<file path="config.mk">
export PLATFORM = sky130hd
export DESIGN_NAME = shift_sequencer
export DESIGN_NICKNAME = d
export VERILOG_FILES = /design/src/rtl/shift_seq_pkg.sv /design/src/rtl/shift_sequencer_step.sv /design/src/rtl/shift_sequencer.sv
export SDC_FILE = /design/constraint.sdc
export NUM_CORES = 1
export LEC_CHECK = 0
export BUFFER_PORTS_ARGS = -buffer_cell sky130_fd_sc_hd__buf_2
export CORE_MARGIN = 3
export CORE_UTILIZATION = 48
export DETAILED_ROUTE_END_ITERATION = 7
export PLACE_DENSITY_LB_ADDON = 0.25
export SYNTH_ARGS = -nofsm -noshare
export SYNTH_HDL_FRONTEND = slang
export SYNTH_SLANG_ARGS = --single-unit
</file>
<file path="constraint.sdc">
create_clock -name clk -period 2.1 [get_ports clk]
set_clock_uncertainty 0.1 [all_clocks]
set_input_delay 0.42 -clock clk [delete_from_list [all_inputs] [get_ports clk]]
set_output_delay 0.42 -clock clk [all_outputs]
set_load 0.03 [all_outputs]
</file>
<file path="src/rtl/shift_seq_pkg.sv">
// Shared encodings for the shift sequencer: op codes, amount-source codes,
// FSM states and the per-cycle shift class.
package shift_seq_pkg;

    localparam int unsigned SL16_AMT = 16;

    typedef enum logic [2:0] {
        OP_SLL     = 3'b000,
        OP_SRL     = 3'b001,
        OP_SRA     = 3'b010,
        OP_SLLV    = 3'b011,
        OP_SRLV    = 3'b100,
        OP_SRAV    = 3'b101,
        OP_SL16    = 3'b110,
        OP_ILLEGAL = 3'b111
    } op_e;

    localparam logic [2:0] AMT_SEL_SHAMT = 3'b000;
    localparam logic [2:0] AMT_SEL_REG   = 3'b010;
    localparam logic [2:0] AMT_SEL_CONST = 3'b100;

    typedef enum logic [1:0] {
        ST_IDLE  = 2'b00,
        ST_SHIFT = 2'b01,
        ST_DONE  = 2'b10
    } state_e;

    typedef enum logic [1:0] {
        SH_LEFT = 2'b00,
        SH_SRL  = 2'b01,
        SH_SRA  = 2'b10
    } shift_class_e;

    // Direction and fill rule implied by an op; illegal ops never shift.
    function automatic shift_class_e op_class(input op_e op);
        case (op)
            OP_SRL, OP_SRLV: op_class = SH_SRL;
            OP_SRA, OP_SRAV: op_class = SH_SRA;
            default:         op_class = SH_LEFT;
        endcase
    endfunction

endpackage

</file>
<file path="src/rtl/shift_sequencer_step.sv">
// One-bit shift of the working register, direction and fill chosen by class.
module shift_step
    import shift_seq_pkg::*;
#(
    parameter int unsigned DATA_W = 32
) (
    input  logic [DATA_W-1:0] data,
    input  shift_class_e      cls,
    output logic [DATA_W-1:0] shifted_c
);

    always_comb begin
        shifted_c = data;
        case (cls)
            SH_LEFT: shifted_c = {data[DATA_W-2:0], 1'b0};
            SH_SRL:  shifted_c = {1'b0, data[DATA_W-1:1]};
            SH_SRA:  shifted_c = {data[DATA_W-1], data[DATA_W-1:1]};
            default: shifted_c = data;
        endcase
    end

endmodule

</file>
<file path="src/rtl/shift_sequencer.sv">
// Multi-cycle barrel-less shifter: captures an operand on start, shifts one
// bit per cycle until the amount is exhausted, then pulses done.
module shift_sequencer
    import shift_seq_pkg::*;
#(
    parameter int unsigned DATA_W = 32,
    parameter int unsigned AMT_W  = 5
) (
    input  logic              clk,
    input  logic              reset,
    input  logic              start,
    input  logic [2:0]        op,
    input  logic [AMT_W-1:0]  shamt,
    input  logic [DATA_W-1:0] rs_value,
    input  logic [DATA_W-1:0] rt_value,
    output logic              busy,
    output logic              done,
    output logic [DATA_W-1:0] result,
    output logic [2:0]        amt_sel,
    output logic              illegal
);

    state_e            state;
    logic [AMT_W-1:0]  count;
    shift_class_e      cls;
    logic [DATA_W-1:0] step_c;

    logic [AMT_W-1:0]  req_amt_c;
    logic [2:0]        req_sel_c;
    logic              req_illegal_c;
    shift_class_e      req_cls_c;

    // Only the low amount bits of the register operand matter.
    logic unused_rs_hi;
    assign unused_rs_hi = ^rs_value[DATA_W-1:AMT_W];

    // Amount source decode for the request presented this cycle.
    always_comb begin
        req_amt_c     = '0;
        req_sel_c     = AMT_SEL_SHAMT;
        req_illegal_c = 1'b0;
        req_cls_c     = op_class(op_e'(op));
        case (op_e'(op))
            OP_SLL, OP_SRL, OP_SRA: req_amt_c = shamt;
            OP_SLLV, OP_SRLV, OP_SRAV: begin
                req_amt_c = rs_value[AMT_W-1:0];
                req_sel_c = AMT_SEL_REG;
            end
            OP_SL16: begin
                req_amt_c = AMT_W'(SL16_AMT);
                req_sel_c = AMT_SEL_CONST;
            end
            default: req_illegal_c = 1'b1;
        endcase
    end

    shift_step #(.DATA_W(DATA_W)) u_step (
        .data      (result),
        .cls       (cls),
        .shifted_c (step_c)
    );

    // result doubles as the working shift register.
    always_ff @(posedge clk or posedge reset) begin
        if (reset) begin
            state   <= ST_IDLE;
            result  <= '0;
            count   <= '0;
            cls     <= SH_LEFT;
            amt_sel <= AMT_SEL_SHAMT;
            busy    <= 1'b0;
            done    <= 1'b0;
            illegal <= 1'b0;
        end else begin
            done    <= 1'b0;
            illegal <= 1'b0;
            case (state)
                ST_IDLE: begin
                    if (start) begin
                        result  <= rt_value;
                        count   <= req_amt_c;
                        cls     <= req_cls_c;
                        amt_sel <= req_sel_c;
                        busy    <= 1'b1;
                        if (req_illegal_c || (req_amt_c == '0)) begin
                            state   <= ST_DONE;
                            done    <= 1'b1;
                            illegal <= req_illegal_c;
                        end else begin
                            state <= ST_SHIFT;
                        end
                    end
                end
                ST_SHIFT: begin
                    result <= step_c;
                    count  <= count - AMT_W'(1);
                    if (count == AMT_W'(1)) begin
                        state <= ST_DONE;
                        done  <= 1'b1;
                    end
                end
                ST_DONE: begin
                    state <= ST_IDLE;
                    busy  <= 1'b0;
                end
                default: begin
                    state <= ST_IDLE;
                    busy  <= 1'b0;
                end
            endcase
        end
    end

endmodule

</file>
Word level (Yosys, flattened, before mapping)
Cells that the tools add are included.
{"block": "classes", "n_mux": 22, "n_reduce_logical": 17, "bitwise_logic": 1, "n_eq_ne": 15, "n_addsub": 1}
{"cell": "case mux 32 bit (3 select lines)", "count": 1}
{"cell": "case mux 32 bit (2 select lines)", "count": 1}
{"cell": "2-to-1 mux 32 bit", "count": 1}
{"cell": "case mux 5 bit (3 select lines)", "count": 1}
{"cell": "case mux 5 bit (2 select lines)", "count": 1}
{"cell": "== test 3 bit (second input constant)", "count": 3}
{"cell": "2-to-1 mux 1 bit", "count": 8}
{"cell": "case mux 2 bit (2 select lines)", "count": 2}
{"cell": "AND reduction 2 bit", "count": 4}
{"cell": "OR reduction 7 bit", "count": 1}
{"cell": "== test 3 x 2 -> 1 bit (second input constant)", "count": 2}
{"cell": "2-to-1 mux 2 bit", "count": 3}
{"cell": "!= test 2 bit (second input constant)", "count": 3}
{"cell": "case mux 3 bit (2 select lines)", "count": 1}
{"cell": "OR reduction 3 bit", "count": 2}
{"cell": "== test 5 x 1 -> 1 bit (second input constant)", "count": 1}
{"cell": "logical NOT 5 bit", "count": 1}
{"cell": "2-to-1 mux 5 bit", "count": 1}
{"cell": "subtractor 5 x 1 -> 5 bit (second input constant)", "count": 1}
{"cell": "== test 2 x 1 -> 1 bit (second input constant)", "count": 2}
{"cell": "logical NOT 2 bit", "count": 2}
{"cell": "!= test 4 x 1 -> 1 bit (second input constant)", "count": 1}
{"cell": "case mux 1 bit (2 select lines)", "count": 2}
{"cell": "AND reduction 4 bit", "count": 1}
{"cell": "other kinds (9)", "count": 10}
{"block": "word_totals", "register_bits": 47, "in_bits": 75, "output_inout_bits": 38, "wordCells": 65}

Logic depth before layout (Yosys ltp)
Gate-level depths: netlist of run 1.
{"block": "logic_depth", "depth_word": 8, "depth_mapped": 7, "ltp_nobuf": 6}

Modules after synthesis
A second synthesis of run 1 with hierarchy kept.
{"block": "hier_totals", "hier_cells": 349, "area_unflattened_um2": 3457.1}
{"mod": "shift_sequencer", "instances": 1, "area_each_um2": 2373.5, "cells_each": 243}
{"mod": "shift_step", "instances": 1, "area_each_um2": 1083.5, "cells_each": 106}

Worst setup path before layout of run 1
No wires, ideal clock.
{"block": "synth_timing", "kind": "in2reg", "startpoint": "input op[2]", "endpoint": "register done", "setup_ns": 0.122, "slack_ns": 0.430, "required_time_ns": 1.878, "arrival_ns": 1.448, "path_stages": 5, "path_cell_list": "buf_4 > or2_2 > o221ai_1 > nor3_1 > a32o_1"}
{"block": "synth_via", "elab_chain_cells": 8, "elab_cells_between_ends": 17, "classes_between": "6 x eq/ne; 5 x mux; 6 x reduce/logical"}
{"element": "from (decl)", "line": "shift_sequencer.sv:12", "text": "input logic [2:0] op,"}
{"element": "== test 3 x 2 -> 1 bit, or another cell as far along", "line": "shift_sequencer.sv:43", "text": "case (op_e'(op))"}
{"element": "OR reduction 3 bit (on tied branches)"}
{"element": "case mux 5 bit (3 select lines)", "line": "shift_sequencer.sv:43"}
{"element": "logical NOT 5 bit", "line": "shift_sequencer.sv:85", "text": "if (req_illegal_c || (req_amt_c == '0)) begin"}
{"element": "logical OR 1 bit (*)", "line": "shift_sequencer.sv:85"}
{"element": "2-to-1 mux 1 bit (*)", "line": "shift_sequencer.sv:85"}
{"element": "2-to-1 mux 1 bit (*)", "line": "shift_sequencer.sv:79", "text": "if (start) begin"}
{"element": "case mux 1 bit (2 select lines) (*)", "line": "shift_sequencer.sv:77", "text": "case (state)"}
{"element": "to (signal assigned)", "line": "shift_sequencer.sv:75", "text": "done <= 1'b0;"}
{"element": "to (signal assigned)", "line": "shift_sequencer.sv:87", "text": "done <= 1'b1;"}
{"element": "to (signal assigned)", "line": "shift_sequencer.sv:99", "text": "done <= 1'b1;"}
{"element": "to (decl)", "line": "shift_sequencer.sv:17", "text": "output logic done,"}
Mark *: on every way between the ends. The rest lies on a longest branch, timed or not.
A chain may end at the register's enable or synchronous reset.

Final worst setup path of run 1
{"block": "layout_timing", "startpoint": "register cls[0]", "endpoint": "register result[11]"}
{"block": "layout_via", "elab_chain_cells": 3, "elab_cells_between_ends": 7, "classes_between": "3 x eq/ne; 2 x mux; 2 x reduce/logical"}
{"element": "from (decl)", "line": "shift_sequencer.sv:25", "text": "shift_class_e cls;"}
{"element": "from (signal assigned)", "line": "shift_sequencer.sv:82", "text": "cls <= req_cls_c;"}
{"element": "== test 2 bit, or another cell as far along", "line": "shift_sequencer_step.sv:14", "text": "case (cls)"}
{"element": "case mux 32 bit (3 select lines) / != test 4 x 1 -> 1 bit (equally long branches)"}
{"element": "case mux 32 bit (2 select lines) / AND reduction 3 bit (equally long branches)"}
{"element": "to (signal assigned)", "line": "shift_sequencer.sv:80", "text": "result <= rt_value;"}
{"element": "to (signal assigned)", "line": "shift_sequencer.sv:95", "text": "result <= step_c;"}
{"element": "to (decl)", "line": "shift_sequencer.sv:18", "text": "output logic [DATA_W-1:0] result,"}
Several ways; a longest one is shown, not always the timed one.

==> results.md, run 1 <==
- The run finished with clean final reports.
- After legalization and detailed placement, the total HPWL measured 4670 microns.
- Once detail routing completed, the nets flagged for antenna violations numbered 0.
- The routed design has 6750 microns of wire.
- The maximum clock insertion buffer count is 2.
- The dominant cell by count in the synthesized netlist is o21ai_0.
- Across all hold checks on the routed design, the worst slack comes to 0.0257 ns.
- The number of distinct library cell variants in the gate-level netlist after synthesis is 39.
- The slowest cell on the critical path is dfrtp_1.
- Counting every instance in the synthesized netlist gives 296.
- The signal on the critical path passes through inv_1 > ha_1 > o21a_1 > buf_4 > a221o_1 > o21ai_0 > o21ai_0.
- The commonest cells after synthesis are o21ai_0, dfrtp_1, nand2_1.
- The layout cell share with drive strength beyond 1 is 0.284.
- The clock tree synthesis step divided the H-tree into 2 levels.
- The netlist area before placement is 2660 sq um.
- The insertion delay to the later sink of the worst-skew pair is 0.30 ns.
- The DRC marker count from the first detailed-route iteration is 122.
- The die covers 6470 sq um.
- After floorplanning, the core was sized to cover 5240 sq um.
- The maximum clock frequency is 0.530 GHz.
- The pin slew with the least headroom to its limit is 0.506 ns.
- The count of clock tree sinks is 46.
- The number of setup buffers added after CTS is 0.
- Input and output buffers added on the ports amount to 84.
- The hold-fix buffer count after cts is 0.
- TritonCTS built the clock tree.
- In this run the worst path has a maximum fanout of 31.
- The layout overhead on the synthesized area is 22.3%.
- In this run the tightest slew margin relative to its limit is 0.658.
- In this run the worst hold path is classified as input pin to asynchronous set/reset pin.
- The endpoint arrival time on the critical path is 1.98 ns.
- The startpoint type of the worst setup path is a flop.
- The mean instance size in the synthesized netlist is 8.98 sq um.
- After clock tree synthesis, the repair step resized 0 gates.
- The number of nets handed over by synthesis was 376.
- For this run, the total global-route usage over all layers was measured as 0.214.
- The filler cell count is 488.
- Broken down by cell family, the worst path's largest delay share belongs to compound AO/OA/AOI/OAI gates.
- The global-route wire length before repair is 11000 microns.
- The critical path's largest stage delay is 0.36 ns.
- The initial antenna violation count was 0.
- Setup repair after global routing left no endpoint under its margin.
- The number of global-route vias before repair is 2360.
- Summed over all cells, the static leakage comes to 1.52 nW.
- After detailed routing, the average wire length per cell comes to 15.3 microns.
- The critical path contains buffers and inverters numbering 2 combined.
- During I/O placement, the number of pins put on the boundary was 113.
- The antenna diode count is 0.
- Measured along the y axis, the die boundary spans 80.4 microns.
- The number of synthesized flops with an enable pin is 0.
- The chip width is 80.4 microns.
- The setup TNS is 0 ns.
- The share of synthesized area in the top cell type comes to 0.433.
- The initial utilization of the core area, before any placement, comes to 0.507.
- The root buffer cell chosen for the clock tree is clkbuf_8.
- The number of synthesized register bits is 46.
- Counting the buffers created by CTS gives 5.
- During synthesis, Yosys emitted a total of 0 warnings.
- After detailed routing, the number of vias per cell comes to 5.77.
- Max-cap violations in this run came to 0.
- The number of endpoints with negative hold slack in the final report is 0.
- The element type at the critical path end is a flop.
- Overall power consumption after layout is estimated at 6.02 mW.
- Summed over all instances, the cell type with the most area after synthesis is dfrtp_1.
- The final critical path time including I/O delays and setup is 1.89 ns.
- The kind of critical path is flop to flop.
- At the end of routability-driven placement, the weighted congestion stood at 0.783.
- The pre-antenna-repair detailed-routing pass consisted of 5 iterations.
- The total overflow left after global routing is 0.
- Of the available clock period, the critical path in the final layout requires 0.898.
- For this block, the via count after detailed routing is 2539.
- The net count of the finished layout is 449.
- Of the synthesized area, sequential elements account for 0.433.
- Registers take 1150 sq um.
- The area of the multi-input gates is 1330 sq um.
- Power spread over the standard cell area amounts to 1850 nW/um^2.
- Entering global routing, the biggest net connects 63 pins.
- The cell that appears most often on the critical path is o21ai_0.
- By area the synthesized netlist is led by dfrtp_1, o21ai_0, a221o_1.
- The number of core rows is 26.
- The most used flip-flop cell after synthesis is dfrtp_1.
- Across the VDD grid, the largest voltage drop is 0.803 mV.
- Setup violations remaining at the end of the flow were counted as 0.
- The clock-pin slew on the worst setup and hold paths is 0.09 ns.
- The data required time of the critical path is 2.20 ns.
- The count of pins over their slew limit is 0.
- The proportion of synthesized flip-flops having asynchronous set or reset is 1.00.
- The post-route DRC violation count is 0.
[per-layer routing]
layer / global-route usage / vias up / part of all wire
met5: 0 / - / 0
met4: 0.0625 / 0 / 0.013
met3: 0.0359 / 8 / 0.059
met2: 0.349 / 76 / 0.48
met1: 0.290 / 1215 / 0.45
li1: - / 1240 / -
[layout make-up]
type	count	area share
multi-input cells	209	0.408
flip-flops and latches	46	0.354
repair buffers	92	0.159
well taps	70	0.0270
clock buffers	6	0.0223
inverters	15	0.0173
clock inverters	2	0.0116
[metrics by stage]
stage	util	std cells	area [sq um]	setup WS, ns
after floorplan	-	296	2660	0.430
after global placement	0.599	432	3140	0.225
after detailed placement	0.599	432	3140	0.212
after CTS	0.620	440	3250	0.212
after global routing	0.620	440	3250	0.0511
final	0.620	440	3250	0.214
[state kept, by name (all words and copies together) (netlist names)]
signal,cells
result,32
count,5
amt_sel,2
cls,2
state,2
busy,1
done,1
illegal,1
[where the power goes]
group | total [mW] | leakage [nW] | switching (mW) | internal (mW)
clock network | 0.659 | 0.0514 | 0.304 | 0.355
registers | 1.75 | 0.566 | 0.421 | 1.33
logic | 3.60 | 0.900 | 2.24 | 1.36
[cells by family (layout without fill, tap and decap cells)]
group | count (synthesis) | count (layout) | share of synthesized area
multiplexers | 5 | 5 | 0.0188
buffers and inverters | 41 | 115 | 0.0687
XOR/XNOR | 1 | 1 | 0.00330
AO/OA/AOI/OAI | 131 | 131 | 0.336
AND/OR/NAND/NOR | 66 | 66 | 0.115
flip-flops | 46 | 46 | 0.433
adder cells (fa/ha/maj) | 5 | 5 | 0.0235
other | 1 | 1 | 0.00141
[cell usage in the layout (no fill, tap or decap), types with 5 or more instances in the layout]
cell	Yosys	layout
a21oi_1	6	6
a221o_1	31	31
buf_2	14	84
buf_4	3	5
clkbuf_8	0	5
dfrtp_1	46	46
ha_1	5	5
inv_1	15	14
mux2i_1	5	5
nand2_1	39	39
nor2_1	7	7
o21ai_0	72	72
[final timing paths]
check / from / endpoint / slack (ns) / cells after the start
min in group clk: rt_value[31] / result[31] / 0.30 / 3
max in group asynchronous: reset / result[31] / 1.36 / 3
worst min register to register: amt_sel[2] / amt_sel[2] / 0.38 / 2
worst min-delay path: reset / amt_sel[2] / 0.03 / 2
worst max-delay path: cls[0] / result[11] / 0.21 / 7
worst max register to register: cls[0] / result[11] / 0.21 / 7
Note: power is estimated with default switching activity, not from simulation.
==> run 2, diff against run 1 <==
- CORE_UTILIZATION: 48 -> 25
- SYNTH_HIERARCHICAL: unset -> 1
- clock period: 2.1 -> 1.63 ns (I/O delays scaled with it)
==> run 2 against run 1 <==
Effect of this change: largest power group unchanged; largest cell class unchanged; combinational power rose by 63%; highest routed layer unchanged; register-to-register slack got worse by 0.07 ns; die area rose by 140%; synthesized area rose by 30%; via count rose by 11%; count of clock-buffer cells in the layout rose by 2; synthesized cell count rose by 18%; first-iteration DRC count fell by 11%; setup slack got worse by 0.12 ns; wire length rose by 30%; critical path depth fell by 2.
==> results.md, run 2 <==
- The run finished with clean final reports.
- STA puts the critical path data required time at 1.68 ns.
- Dividing the synthesized area by the synthesized cell count gives 9.91 sq um.
- After detailed routing, the number of remaining DRC violations is 0.
- The number of nets produced by synthesis is 426.
- Setup repair after global routing left no endpoint under its margin.
- The kind of cell adding the most delay to the critical path is compound AO/OA/AOI/OAI gates.
- The worst setup path is captured at a flop.
- The worst setup path is launched from an input pin.
- The count of nets after finishing is 515.
- The commonest cells after synthesis are mux2i_1, dfrtp_1, o21ai_0.
- The wire length per cell is 14.2 microns.
- The repair_antennas step left the layout with diodes totalling 0.
- The initialized floorplan defines 42 standard-cell rows.
- The top cell type's share of synthesized area is 0.362.
- The final layout contains routed wiring with a total length of 8750 microns.
- The share of synthesized area occupied by flip-flops and latches is 0.333.
- The sequential cell area is 1160 sq um.
- On the worst path, the slowest cell contributes a delay of 0.36 ns.
- The dominant cell type by area after synthesis is mux2i_1.
- The count of warnings emitted by yosys is 6.
- The total I/O pin count is 113.
- The number of distinct library cell variants in the gate-level netlist after synthesis is 39.
- The die covers 15300 sq um.
- After the first detailed-routing iteration, the DRC count stood at 108.
- The number of optimization iterations in the first detailed-route pass is 4.
- The effective utilization at floorplan is 0.258.
- The count of pins over their slew limit was 0.
- Once layout is done, the placed cells without fillers occupy 4380 sq um.
- Counting flops and latches in the post-synthesis netlist gives 46.
- Relative to the synthesized area, the layout overhead comes to 26.8%.
- The clock-pin slew on the worst setup and hold paths is 0.06 ns.
- Setup violations remaining at the end of the flow were counted as 0.
- The total CTS buffers is 5.
- The floorplan step set the die width to 124 microns.
- The top cell types in the final layout, fill and taps aside, are mux2i_1, buf_2, dfrtp_1, o21ai_0, nand2_1.
- The filler cell count is 1406.
- Among all cell types in the netlist, the one instantiated most often is mux2i_1.
- The initial antenna violation count is 0.
- Power spread over the standard cell area amounts to 2170 nW/um^2.
- Final hold analysis gives a worst-case slack of 0.239 ns.
- For this run, the top clock speed supported by timing is 0.649 GHz.
- After synthesis, the share of flip-flops with an asynchronous set or reset is 1.00.
- After routing, the total negative slack on setup checks comes to 0 ns.
- At the end of the flow the core is filled with cells to 0.327.
- Dividing the final minimum period by the clock period gives 0.945.
- Counting cells, the worst reg-to-reg path comes to 5.
- The CTS tree is built.
- The critical path in this run is classified as input pin to flop.
- Clock latency on the worst-skew pair, taken at its later pin, is 0.28 ns.
- Together, buffers and inverters on the worst path number 1.
- Across all layers, the routed design uses 2814 vias.
- The instance count after placement with tap cells included is 598.
- After layout, the worst setup slack is 0.0899 ns.
- For the worst setup path, the data arrival time is 1.59 ns.
- result holds more flip-flops than any other register.
- The CTS root buffer is clkbuf_16.
- The flip-flop count of the largest register, all copies and words added is 32.
- The pre-CTS setup slack is -0.227 ns.
- The total cell area at the placement stage is 4120 sq um.
- The slowest stage of the critical path is the a221o_1 cell.
- For this run the aggregate overflow at the end of global routing stands at 0.
- Across every metal layer, demand over resource in global routing totals 0.114.
- The path length in cells of the critical path is 5.
- Ranked by total cell area, the synthesized netlist is headed by mux2i_1, dfrtp_1, o21ai_0.
- The cell count after synthesis came out at 349.
- The maximum fanout count along the critical path is 10.
- Buffers placed on the I/O ports in this run total 84.
- The most used flip-flop cell after synthesis is dfrtp_1.
- The die outline height is 124 microns.
- The path class of the tightest hold or removal check is input pin to flop.
- The count of clock tree sinks is 46.
- Across the VDD grid, the largest voltage drop is 0.593 mV.
- The netlist area before placement is 3460 sq um.
- The routability congestion estimate is 0.766.
- The finished layout holds 615 standard cells, fillers aside.
- The analysis attributes to cell leakage a power of 2.02 nW.
- The final total power is 9.51 mW.
- In the final layout, the registers with the most flip-flops are result: 32 flops, count: 5 flops.
- The number of global-route vias before repair was 2696.
- Using the TritonRoute via totals, the vias-per-cell ratio works out to 4.58.
- The first global-routing pass estimated 14000 microns of wire.
- Max-cap violations in this run came to 0.
- The clock passes through at most 2 buffers.
- Counting instances, the worst hold path has a depth of 3.
- The critical path goes through buf_2 > mux2_4 > a221o_1 > o31ai_2 > o211ai_1.
- The commonest non-fill, non-tap cell in the layout is mux2i_1.
- The detail route stage leaves a number of antenna-violating nets equal to 0.
- CTS built an H-tree with a depth of 2.
- Entering global routing, the biggest net connects 39 pins.
- The layout cell share with drive strength beyond 1 is 0.292.
- The multi-input combinational cells in the finished layout cover a total of 2060 sq um.
- In this run, synthesis inferred 0 flip-flops with an integrated enable.
- The number of endpoints with negative hold slack in the final report came to 0.
- The sum of net half-perimeters after detailed placement is 6380 microns.
- The core area is 13400 sq um.
- After layout, the minimum clock period comes to 1.54 ns.
==> run 2: changes by cell type after synthesis, moves of 5 or more <==
| cell | change |
|---|---|
| o21ai_0 | -31 |
| a221o_1 | -27 |
| buf_12 | +5 |
| inv_1 | -7 |
| mux2i_1 | +120 |
==> run 2: worst reg2reg max path, stage by stage (launching register included) <==
cell     delay, ns
dfrtp_4       0.49
buf_12        0.21
mux2i_1       0.24
mux2i_1       0.10
mux2i_1       0.15
o21ai_0       0.09
==> run 2: layer usage <==
layer / vias up / track usage / part of all wire
met2: 58 / 0.183 / 0.47
li1: 1438 / - / -
met4: 0 / 0.0263 / 0.0041
met3: 2 / 0.0182 / 0.037
met5: - / 0 / 0
met1: 1316 / 0.161 / 0.49
==> run 2: worst paths after layout <==
check | to | start | slack [ns]
min reg2reg | amt_sel[1] | amt_sel[1] | 0.40
min | result[20] | rt_value[20] | 0.24
min in group asynchronous | illegal | reset | 0.39
max reg2reg | result[10] | cls[0] | 0.14
max | state[0] | op[2] | 0.09
max in group asynchronous | result[30] | reset | 0.62
==> run 2: cells by family (layout without fill, tap and decap cells) <==
kind of cell    count (synthesis)  in the layout  share of synthesized area
compound gates                 66             66                      0.111
xor+xnor                        1              1                    0.00253
fa+ha+maj                       2              2                    0.00724
buf+inv                        37            127                     0.0782
flops                          46             46                      0.333
mux                           129            129                      0.377
other cells                     1              1                    0.00108
simple gates                   67             67                     0.0898
==> run 2: report_power, final <==
| part | leakage (nW) | switching, mW | internal [mW] |
|---|---|---|---|
| Sequential | 0.562 | 0.781 | 1.73 |
| Clock | 0.0832 | 0.423 | 0.695 |
| Combinational | 1.37 | 3.23 | 2.65 |
==> run 2: final cells by class <==
cell class | instances | share of cell area
clock buffer | 8 | 0.0380
inverter | 8 | 0.00685
multi-input combinational | 266 | 0.470
sequential | 46 | 0.264
tap | 176 | 0.0502
timing repair buffer | 111 | 0.171
==> run 2: what timing repair did <==
action	in CTS	in global routing
setup buffers	0	8
hold endpoints to repair	6	0
endpoints found under the setup margin	0	22
gates resized for setup	0	2
hold buffers	1	0
